===== src/rtl/osiris_i_pkg.sv =====
// Shared definitions for the Osiris I pipeline: datapath width, bubble
// instruction and the fetch-stage state encoding.
package osiris_i_pkg;

    localparam int unsigned XLEN = 32;

    // addi x0, x0, 0
    localparam logic [XLEN-1:0] NOP_INSTR = 32'h0000_0013;

    typedef enum logic [1:0] {
        S_FETCH = 2'd0,
        S_WAIT  = 2'd1,
        S_HOLD  = 2'd2
    } fetch_state_e;

endpackage


===== src/rtl/pipe_reg_if_id.sv =====
// Generic pipeline register: flush beats stall beats load; with no load and
// no stall it fills with a bubble while keeping the last PC pair.
module pipe_reg_if_id
    import osiris_i_pkg::*;
#(
    parameter logic [XLEN-1:0] NOP_INSTR = osiris_i_pkg::NOP_INSTR
) (
    input  logic            clk_i,
    input  logic            rst_ni,
    input  logic            flush_i,
    input  logic            stall_i,
    input  logic            load_i,
    input  logic [XLEN-1:0] instr_i,
    input  logic [XLEN-1:0] pc_i,
    input  logic [XLEN-1:0] pc_plus4_i,
    output logic [XLEN-1:0] instr_o,
    output logic [XLEN-1:0] pc_o,
    output logic [XLEN-1:0] pc_plus4_o,
    output logic            valid_o
);

    logic [XLEN-1:0] instr_q, instr_d;
    logic [XLEN-1:0] pc_q, pc_d;
    logic [XLEN-1:0] pc_plus4_q, pc_plus4_d;
    logic            valid_q, valid_d;

    always_comb begin
        instr_d    = instr_q;
        pc_d       = pc_q;
        pc_plus4_d = pc_plus4_q;
        valid_d    = valid_q;
        if (flush_i) begin
            instr_d = NOP_INSTR;
            valid_d = 1'b0;
        end else if (stall_i) begin
            instr_d = instr_q;
        end else if (load_i) begin
            instr_d    = instr_i;
            pc_d       = pc_i;
            pc_plus4_d = pc_plus4_i;
            valid_d    = 1'b1;
        end else begin
            instr_d = NOP_INSTR;
            valid_d = 1'b0;
        end
    end

    always_ff @(posedge clk_i or negedge rst_ni) begin
        if (!rst_ni) begin
            instr_q    <= NOP_INSTR;
            pc_q       <= '0;
            pc_plus4_q <= '0;
            valid_q    <= 1'b0;
        end else begin
            instr_q    <= instr_d;
            pc_q       <= pc_d;
            pc_plus4_q <= pc_plus4_d;
            valid_q    <= valid_d;
        end
    end

    assign instr_o    = instr_q;
    assign pc_o       = pc_q;
    assign pc_plus4_o = pc_plus4_q;
    assign valid_o    = valid_q;

endmodule


===== src/rtl/stage_fetch.sv =====
// Instruction fetch stage: PC, single-outstanding imem handshake, skid
// register for responses that land during a stall, and the IF/ID register.
module stage_fetch
    import osiris_i_pkg::*;
#(
    parameter logic [XLEN-1:0] RESET_PC  = 32'h0000_0000,
    parameter logic [XLEN-1:0] NOP_INSTR = osiris_i_pkg::NOP_INSTR
) (
    input  logic            clk,
    input  logic            i_rst_IF,
    input  logic            i_stall_IF,
    input  logic            i_flush_ID,
    input  logic            i_pc_src_EX,
    input  logic [XLEN-1:0] i_pc_target_EX,
    output logic            o_imem_req,
    output logic [XLEN-1:0] o_imem_addr,
    input  logic            i_imem_ready,
    input  logic            i_imem_rvalid,
    input  logic [XLEN-1:0] i_imem_rdata,
    output logic [XLEN-1:0] o_instr_ID,
    output logic [XLEN-1:0] o_pc_ID,
    output logic [XLEN-1:0] o_pc_plus4_ID,
    output logic            o_valid_ID
);

    fetch_state_e    state_q, state_d;
    logic [XLEN-1:0] pc_q, pc_d;
    logic [XLEN-1:0] req_pc_q, req_pc_d;
    logic [XLEN-1:0] skid_instr_q, skid_instr_d;
    logic [XLEN-1:0] skid_pc_q, skid_pc_d;
    logic            kill_q, kill_d;

    logic            req_raw;
    logic            accept;
    logic            load;
    logic [XLEN-1:0] load_instr;
    logic [XLEN-1:0] load_pc;

    // Back-to-back issue in S_WAIT only when the live response is consumed now.
    always_comb begin
        req_raw = 1'b0;
        unique case (state_q)
            S_FETCH: req_raw = 1'b1;
            S_WAIT:  req_raw = i_imem_rvalid && !kill_q && !i_stall_IF;
            default: req_raw = 1'b0;
        endcase
    end

    assign o_imem_req  = req_raw && i_rst_IF && !i_pc_src_EX;
    assign accept      = o_imem_req && i_imem_ready;
    assign o_imem_addr = pc_q;

    always_comb begin
        state_d      = state_q;
        pc_d         = pc_q;
        req_pc_d     = req_pc_q;
        kill_d       = kill_q;
        skid_instr_d = skid_instr_q;
        skid_pc_d    = skid_pc_q;
        load         = 1'b0;
        load_instr   = i_imem_rdata;
        load_pc      = req_pc_q;

        unique case (state_q)
            S_FETCH: begin
                if (accept) state_d = S_WAIT;
            end
            S_WAIT: begin
                if (i_imem_rvalid) begin
                    if (kill_q || i_pc_src_EX) begin
                        kill_d  = 1'b0;
                        state_d = S_FETCH;
                    end else if (i_stall_IF) begin
                        skid_instr_d = i_imem_rdata;
                        skid_pc_d    = req_pc_q;
                        state_d      = S_HOLD;
                    end else begin
                        load    = 1'b1;
                        state_d = accept ? S_WAIT : S_FETCH;
                    end
                end else if (i_pc_src_EX) begin
                    // The response still owed to us belongs to the old path.
                    kill_d = 1'b1;
                end
            end
            S_HOLD: begin
                if (i_pc_src_EX) begin
                    state_d = S_FETCH;
                end else if (!i_stall_IF) begin
                    load       = 1'b1;
                    load_instr = skid_instr_q;
                    load_pc    = skid_pc_q;
                    state_d    = S_FETCH;
                end
            end
            default: state_d = S_FETCH;
        endcase

        if (accept) begin
            req_pc_d = pc_q;
            pc_d     = pc_q + 32'd4;
        end
        if (i_pc_src_EX) begin
            pc_d = i_pc_target_EX;
        end
    end

    always_ff @(posedge clk or negedge i_rst_IF) begin
        if (!i_rst_IF) begin
            state_q      <= S_FETCH;
            pc_q         <= RESET_PC;
            req_pc_q     <= '0;
            kill_q       <= 1'b0;
            skid_instr_q <= '0;
            skid_pc_q    <= '0;
        end else begin
            state_q      <= state_d;
            pc_q         <= pc_d;
            req_pc_q     <= req_pc_d;
            kill_q       <= kill_d;
            skid_instr_q <= skid_instr_d;
            skid_pc_q    <= skid_pc_d;
        end
    end

    pipe_reg_if_id #(
        .NOP_INSTR (NOP_INSTR)
    ) u_if_id (
        .clk_i      (clk),
        .rst_ni     (i_rst_IF),
        .flush_i    (i_flush_ID),
        .stall_i    (i_stall_IF),
        .load_i     (load),
        .instr_i    (load_instr),
        .pc_i       (load_pc),
        .pc_plus4_i (load_pc + 32'd4),
        .instr_o    (o_instr_ID),
        .pc_o       (o_pc_ID),
        .pc_plus4_o (o_pc_plus4_ID),
        .valid_o    (o_valid_ID)
    );

endmodule


===== config.mk =====
export PLATFORM = sky130hd
export DESIGN_NAME = stage_fetch
export DESIGN_NICKNAME = d
export VERILOG_FILES = /design/src/rtl/osiris_i_pkg.sv /design/src/rtl/pipe_reg_if_id.sv /design/src/rtl/stage_fetch.sv
export SDC_FILE = /design/constraint.sdc
export NUM_CORES = 1
export LEC_CHECK = 0
export CORE_UTILIZATION = 55
export DETAILED_ROUTE_END_ITERATION = 6
export DONT_BUFFER_PORTS = 1
export PLACE_DENSITY = 0.7
export SYNTH_ARGS = -nofsm -noshare
export SYNTH_HDL_FRONTEND = slang
export SYNTH_SLANG_ARGS = --single-unit

===== constraint.sdc =====
create_clock -name clk -period 4.59 [get_ports clk]
set_input_delay 0.918 -clock clk [delete_from_list [all_inputs] [get_ports clk]]
set_output_delay 0.918 -clock clk [all_outputs]
set_load 0.005 [all_outputs]

After elaboration in Yosys (flattened, before gate mapping)
Index checks and enable logic that the tools add are counted.

Logic and storage cells: 69. Output and inout port bits: 130. Register bits: 228. Bits of input ports: 71.

Reduce and logical (&&, ||, !) cells: 17. Bitwise gates (word level): 3. $add $sub $neg: 2. Equality and inequality tests: 7. Mux-type cells: 30.

Operators with widths (count): 2-to-1 mux 32 bit (10); adder 32 x 3 -> 32 bit (second input constant) (2); 2-to-1 mux 2 bit (6); AND reduction 3 bit (4); 2-to-1 mux 1 bit (11); case mux 2 bit (3 select lines) (1); logical AND 1 bit (5); inequality test 2 x 1 -> 1 bit (second input constant) (2); inequality test 2 bit (second input constant) (2); case mux 1 bit (2 select lines) (2); AND reduction 4 bit (1); nonzero test 2 bit (2); zero test 1 bit (3); inequality test 3 bit (second input constant) (1); NOT 1 bit (3); equality test 2 x 1 -> 1 bit (second input constant) (1); equality test 2 bit (second input constant) (1); zero test 2 bit (1); logical OR 1 bit (1).

Longest topological paths before layout
Depth after elaboration: 12. Depth in mapped cells: 15. Mapped depth without buffers: 11.

By module
From an unflattened synthesis, not the netlist that was laid out.

Cell total of the unflattened synthesis: 1032. Area total of the unflattened synthesis: 11348.4 um^2.

By module, submodules not included: stage_fetch (times used 1, seq. area each 3278.1 um^2, area each 7216.9 um^2, cells an instance 751); pipe_reg_if_id (times used 1, seq. area each 2431.1 um^2, area each 4131.5 um^2, cells an instance 281).

Least setup slack after synthesis
Ideal clock, no wire load.

Kind: input-to-reg. From: in i_stall_IF. To: reg u_if_id.pc_plus4_q[20] (netlist: u_if_id.pc_plus4_o[20]). Library setup time: 0.126 ns. Arrival: 3.674 ns. Cell stages on the path: 13. Path buffers: 4. Slack: 0.790 ns. Required time: 4.464 ns. Cells stage by stage: nor3b_1 buf_2 buf_2 buf_2 buf_2 nand2_1 nand2_1 ha_1 inv_1 or4_1 a222oi_1 a211oi_1 a221o_1.

Elaborated cells on any way between the ends: 11. Classes of those cells: add/sub: 1; mux: 8; bitwise: 1; reduce/logical: 1.

RTL lines: from (decl) (line stage_fetch.sv:11) `input logic i_stall_IF,`; 2-to-1 mux 32 bit; 2-to-1 mux 32 bit (line stage_fetch.sv:87) `if (i_pc_src_EX) begin`; 2-to-1 mux 32 bit (line stage_fetch.sv:64) `unique case (state_q)`; net load_pc[2] (line stage_fetch.sv:37) `logic [XLEN-1:0] load_pc;`; adder 32 x 3 -> 32 bit (line stage_fetch.sv:136) `.pc_plus4_i (load_pc + 32'd4),`; to (signal assigned) (line pipe_reg_if_id.sv:57) `pc_plus4_q <= pc_plus4_d;`; to (decl) (line pipe_reg_if_id.sv:24) `logic [XLEN-1:0] pc_plus4_q, pc_plus4_d;`.

The timed path passes the listed nets, and every way through them passes these cells. A chain may end at the register's enable or synchronous reset.

Worst setup path in the final report
From: reg state_q[0]. To: reg u_if_id.pc_plus4_q[20] (netlist: u_if_id.pc_plus4_o[20]).

Word-level cells in the longest chain between the ends: 3. Elaborated cells on any way between the ends: 6. Classes of those cells: add/sub: 1; eq/ne: 2; mux: 2; reduce/logical: 1.

RTL lines: from (decl) (line stage_fetch.sv:26) `fetch_state_e state_q, state_d;`; from (signal assigned) (line stage_fetch.sv:117) `state_q <= state_d;`; equality test 2 bit (line stage_fetch.sv:64); 2-to-1 mux 32 bit (line stage_fetch.sv:64); net load_pc[2] (line stage_fetch.sv:37); adder 32 x 3 -> 32 bit (line stage_fetch.sv:136).

The timed path passes the listed nets, and every way through them passes these cells.

==> report_table.html <==
<table>
<tr><th>Metric</th><th>Value</th></tr>
<tr><th colspan="2">Outcome</th></tr>
<tr><td>Result of the run</td><td>finished, final reports clean</td></tr>
<tr><th colspan="2">STA</th></tr>
<tr><td>Final-report max-slew violation count</td><td>0</td></tr>
<tr><td>Crit path setup slack, layout</td><td>~1.2 ns</td></tr>
<tr><td>Setup TNS</td><td>0 ns</td></tr>
<tr><td># setup viols final</td><td>0</td></tr>
<tr><td>Slew Limit Headroom</td><td>0.309</td></tr>
<tr><td>Worst slew pin tran</td><td>between 1 and 1.5 ns</td></tr>
<tr><td>Final-report hold violation count</td><td>0</td></tr>
<tr><td>Post-layout minimum cycle time</td><td>3.41 ns</td></tr>
<tr><td>Portion of the clock cycle consumed by the worst path in the final layout</td><td>0.743</td></tr>
<tr><td>Worst hold margin</td><td>approximately 0.09 ns</td></tr>
<tr><td>Setup repair after global routing missed its margin</td><td>false</td></tr>
<tr><td>Post-route clock skew</td><td>~0.012 ns</td></tr>
<tr><td>Maximum operating frequency</td><td>293 MHz</td></tr>
<tr><th colspan="2">Route</th></tr>
<tr><td>DR vias/cell</td><td>6.06</td></tr>
<tr><td>1st-pass router iterations</td><td>5</td></tr>
<tr><td>Sum of routed wire length over all layers</td><td>~25000 um</td></tr>
<tr><td>Total via count in the routed design</td><td>7764</td></tr>
<tr><td>Average routed wire per standard cell</td><td>19.4 um</td></tr>
<tr><td># DRC</td><td>0</td></tr>
<tr><td>DRC marker count from the first detailed-route iteration</td><td>roughly 610</td></tr>
<tr><td>Antenna violation net count after detailed routing</td><td>0</td></tr>
<tr><th colspan="2">GRT</th></tr>
<tr><td>Total track usage</td><td>0.251</td></tr>
<tr><td>Global-route wire length before repair</td><td>40100 um</td></tr>
<tr><td>GR Layer Usage met3</td><td>0.0555</td></tr>
<tr><td>Maximum number of pins on one net before global-route repair</td><td>230</td></tr>
<tr><td>Met2 GRT Util</td><td>0.340</td></tr>
<tr><td>Vias in the first global route</td><td>about 7300</td></tr>
<tr><td>Met1 global-route usage</td><td>0.403</td></tr>
<tr><td>Remaining global-route overflow</td><td>0</td></tr>
<tr><td>Initial antenna violation count</td><td>0</td></tr>
<tr><td>Top Usage Layer GRT</td><td>met1</td></tr>
<tr><th colspan="2">Critical path</th></tr>
<tr><td>Critical register-to-register path endpoint</td><td>u_if_id.pc_plus4_o[20]$_DFFE_PN0P_</td></tr>
<tr><td>Start point of the critical path</td><td>state_q[0]$_DFFE_PN0P_</td></tr>
<tr><td>CP Capture Type</td><td>register</td></tr>
<tr><td>Critical path fanouts, max</td><td>16</td></tr>
<tr><td>Setup Crit Path Kind</td><td>reg2reg</td></tr>
<tr><td>R2R Path Start</td><td>state_q[0]$_DFFE_PN0P_</td></tr>
<tr><td>Data arrival time of the worst path</td><td>3.82 ns</td></tr>
<tr><td>CP max stage delay</td><td>0.64 ns</td></tr>
<tr><td>R2R depth</td><td>11</td></tr>
<tr><td>R2R setup slack</td><td>1.18 ns</td></tr>
<tr><td>Startpoint Class</td><td>register</td></tr>
<tr><td>Slowest CP cell</td><td>or4_1</td></tr>
<tr><td>Required arrival time at the worst endpoint</td><td>4.99 ns</td></tr>
<tr><td>Critical Path, Cell by Cell</td><td>inv_1 &gt; ha_1 &gt; or3b_2 &gt; nand2_1 &gt; nand2_1 &gt; ha_1 &gt; inv_1 &gt; or4_1 &gt; a222oi_1 &gt; a211oi_1 &gt; a221o_1</td></tr>
<tr><th colspan="2">Logic synthesis</th></tr>
<tr><td>Synth unique cells</td><td>66</td></tr>
<tr><td>Number of standard cells after synthesis</td><td>1021</td></tr>
<tr><td>Number of enable-type register cells in the synthesized netlist</td><td>0</td></tr>
<tr><td>Mean cell area of the mapped netlist</td><td>10.6 um2</td></tr>
<tr><td>Net Count, Synth</td><td>between 1000 and 1500</td></tr>
<tr><td>Async S/R FF share, synth</td><td>1.00</td></tr>
<tr><td>Synthesis Warnings</td><td>0</td></tr>
<tr><td>Top flip-flop cell by instance count after synthesis</td><td>dfrtp_1</td></tr>
<tr><td>Netlist area before placement</td><td>10800 um2</td></tr>
<tr><td>Flip-flop and latch count after synthesis</td><td>226</td></tr>
<tr><td>Share of the yosys chip area belonging to registers</td><td>0.524</td></tr>
<tr><th colspan="2">Place</th></tr>
<tr><td>Final Wtd Congestion</td><td>0.871</td></tr>
<tr><td>Detailed-placement wirelength estimate</td><td>around 17000 um</td></tr>
<tr><td>Place WS</td><td>1.12 ns</td></tr>
<tr><td>Port Buffers</td><td>0</td></tr>
<tr><td>Count of placed standard cells including taps</td><td>about 1200</td></tr>
<tr><th colspan="2">CTS</th></tr>
<tr><td>Post-cts hold buffer count</td><td>0</td></tr>
<tr><td>Post-CTS Setup Inserts</td><td>0</td></tr>
<tr><td>H-Tree Depth</td><td>1</td></tr>
<tr><td>Clock edge transition at the registers on the reported setup and hold paths</td><td>around 0.060 ns</td></tr>
<tr><td>Clock root buffer master</td><td>clkbuf_16</td></tr>
<tr><td>Cts repair resizes</td><td>0</td></tr>
<tr><td>Clock tree from TritonCTS</td><td>built</td></tr>
<tr><td>Number of sinks driven by the clock tree</td><td>226</td></tr>
<tr><td>Maximum buffer depth of the clock tree</td><td>3</td></tr>
<tr><td>Source-to-sink clock delay at the later pin of the worst-skew pair</td><td>0.52 ns</td></tr>
<tr><td>Clock buffer count from CTS</td><td>25</td></tr>
<tr><th colspan="2">Power</th></tr>
<tr><td>Largest voltage drop on the vdd net</td><td>between 200 and 300 uV</td></tr>
<tr><td>Pwr Density</td><td>between 500 and 600 nW/um2</td></tr>
<tr><td>Reported leakage power</td><td>5.50 nW</td></tr>
<tr><th colspan="2">Layout</th></tr>
<tr><td># nets final</td><td>1081</td></tr>
<tr><td>Number of filler cells placed in the layout</td><td>1578</td></tr>
<tr><td>P&amp;R area growth vs syn</td><td>9.37%</td></tr>
<tr><td>Commonest non-fill, non-tap cell in the layout</td><td>dfrtp_1</td></tr>
<tr><td>Commonest non-fill, non-tap cells in the layout</td><td>dfrtp_1, nand2_1, mux2_2</td></tr>
<tr><td>Number of cells in the finished layout apart from fillers</td><td>around 1300</td></tr>
<tr><td>Fraction of final layout cells sized beyond drive strength 1</td><td>0.162</td></tr>
<tr><td>Sequential cell area</td><td>5660 um2</td></tr>
<tr><td>Number of diodes added for antenna fixing</td><td>0</td></tr>
<tr><td>Multi-input gate area in the final layout</td><td>4880 um2</td></tr>
<tr><td>Post-layout utilization of the core</td><td>0.623</td></tr>
<tr><th colspan="2">Flow run</th></tr>
<tr><td>Maximum capacitance violations</td><td>0</td></tr>
<tr><th colspan="2">Floorplanning</th></tr>
<tr><td>IO Pins</td><td>201</td></tr>
<tr><td>Full die area</td><td>a little over 20000 um2</td></tr>
<tr><td>Core box area</td><td>19000 um2</td></tr>
<tr><td>Chip width</td><td>142 um</td></tr>
<tr><td>Starting Density</td><td>0.570</td></tr>
<tr><td>Die Span Y</td><td>142 um</td></tr>
<tr><td>Site Rows</td><td>50</td></tr>
<tr><th colspan="2">Worst hold path</th></tr>
<tr><td>Worst min-delay path category</td><td>in2async</td></tr>
</table>
-- synthesized netlist by cell type, drive strengths merged (4+ instances only) --
library cell | count | area share
nand3 | 37 | 0.017
mux2 | 97 | 0.10
nor2 | 45 | 0.016
and2 | 5 | 0.0029
o311ai | 5 | 0.0041
buf | 30 | 0.013
a221o | 10 | 0.0093
nor4 | 20 | 0.013
o31ai | 4 | 0.0028
nor3 | 17 | 0.0083
inv | 12 | 0.0042
mux2i | 55 | 0.051
a21oi | 16 | 0.0078
clkbuf | 28 | 0.0097
ha | 6 | 0.0069
or3 | 9 | 0.0052
dfrtp | 223 | 0.52
xnor2 | 23 | 0.019
a31oi | 8 | 0.0046
nand2 | 167 | 0.058
and3 | 11 | 0.0064
xor2 | 11 | 0.0089
a21o | 13 | 0.0090
o21ai | 88 | 0.041
and4 | 9 | 0.0073
nor4b | 5 | 0.0046
nand4 | 16 | 0.0093
-- stage by stage --
step,instance area (um2),total power [mW]
2_1_floorplan,10800,4.07
3_3_place_gp,11000,4.44
3_5_place_dp,11000,4.52
4_1_cts,11800,6.48
5_1_grt,11800,6.83
6_report,11800,6.45
-- logic make-up (layout without fill, tap and decap cells) --
| logic type | Yosys count | in the layout | synth area share |
|---|---|---|---|
| xor gates and xnor gates | 34 | 34 | 0.0276 |
| AOI/OAI and AO/OA | 172 | 172 | 0.100 |
| muxes | 152 | 152 | 0.152 |
| and+or+nand+nor | 360 | 360 | 0.162 |
| buffers and inverters | 71 | 72 | 0.0269 |
| adders and majority gates | 6 | 6 | 0.00695 |
| DFF | 226 | 226 | 0.524 |
-- critical path, delay by kind of cell (launching register included) --
kind | cells | cell delay, ns
adder cells (fa/ha/maj) | 2 | 0.54
flip-flops | 1 | 0.39
AO/OA/AOI/OAI | 3 | 0.83
buffers and inverters | 2 | 0.19
AND/OR/NAND/NOR | 4 | 1.34
-- worst max path at each step --
stage / to / slack [ns]
after floorplan: u_if_id.pc_plus4_o[20]$_DFFE_PN0P_ / 0.79
after global placement: u_if_id.pc_plus4_o[20]$_DFFE_PN0P_ / 1.17
after detailed placement: u_if_id.pc_plus4_o[20]$_DFFE_PN0P_ / 1.12
after CTS: u_if_id.pc_plus4_o[20]$_DFFE_PN0P_ / 1.17
after global routing: u_if_id.pc_plus4_o[20]$_DFFE_PN0P_ / 0.88
final: u_if_id.pc_plus4_o[20]$_DFFE_PN0P_ / 1.18
-- cell type report --
class                   count  share of cell area
clock buffers              38              0.0622
inverters                  13             0.00413
multi-input cells         724               0.413
repair buffers             14             0.00889
well taps                 260              0.0275
flip-flops and latches    226               0.479
clock inverters             7             0.00572
-- report_power, final --
part / switching (mW) / total (mW) / internal (mW) / leakage, nW
logic: 0.561 / 1.20 / 0.644 / 2.17
registers: 0.673 / 3.30 / 2.62 / 2.94
clock network: 0.791 / 1.95 / 1.16 / 0.398
total: 2.02 / 6.45 / 4.42 / 5.50
-- state kept, by name, summed over array words and instances, names as in the netlist --
signal and cells:
skid_pc_q 32, u_if_id.pc_plus4_o 32, o_imem_addr 32, u_if_id.valid_o 1, req_pc_q 32, u_if_id.instr_o 32, state_q 2, kill_q 1
skid_instr_q 32, u_if_id.pc_o 30
-- layer usage --
metal  vias to the layer above  routed length (um)
met4                         0                 299
met5                         -                   0
met2                       278               10400
met3                        22                2050
met1                      3812               12100
li1                       3652                   -
Note: power is estimated with default switching activity, not from simulation.
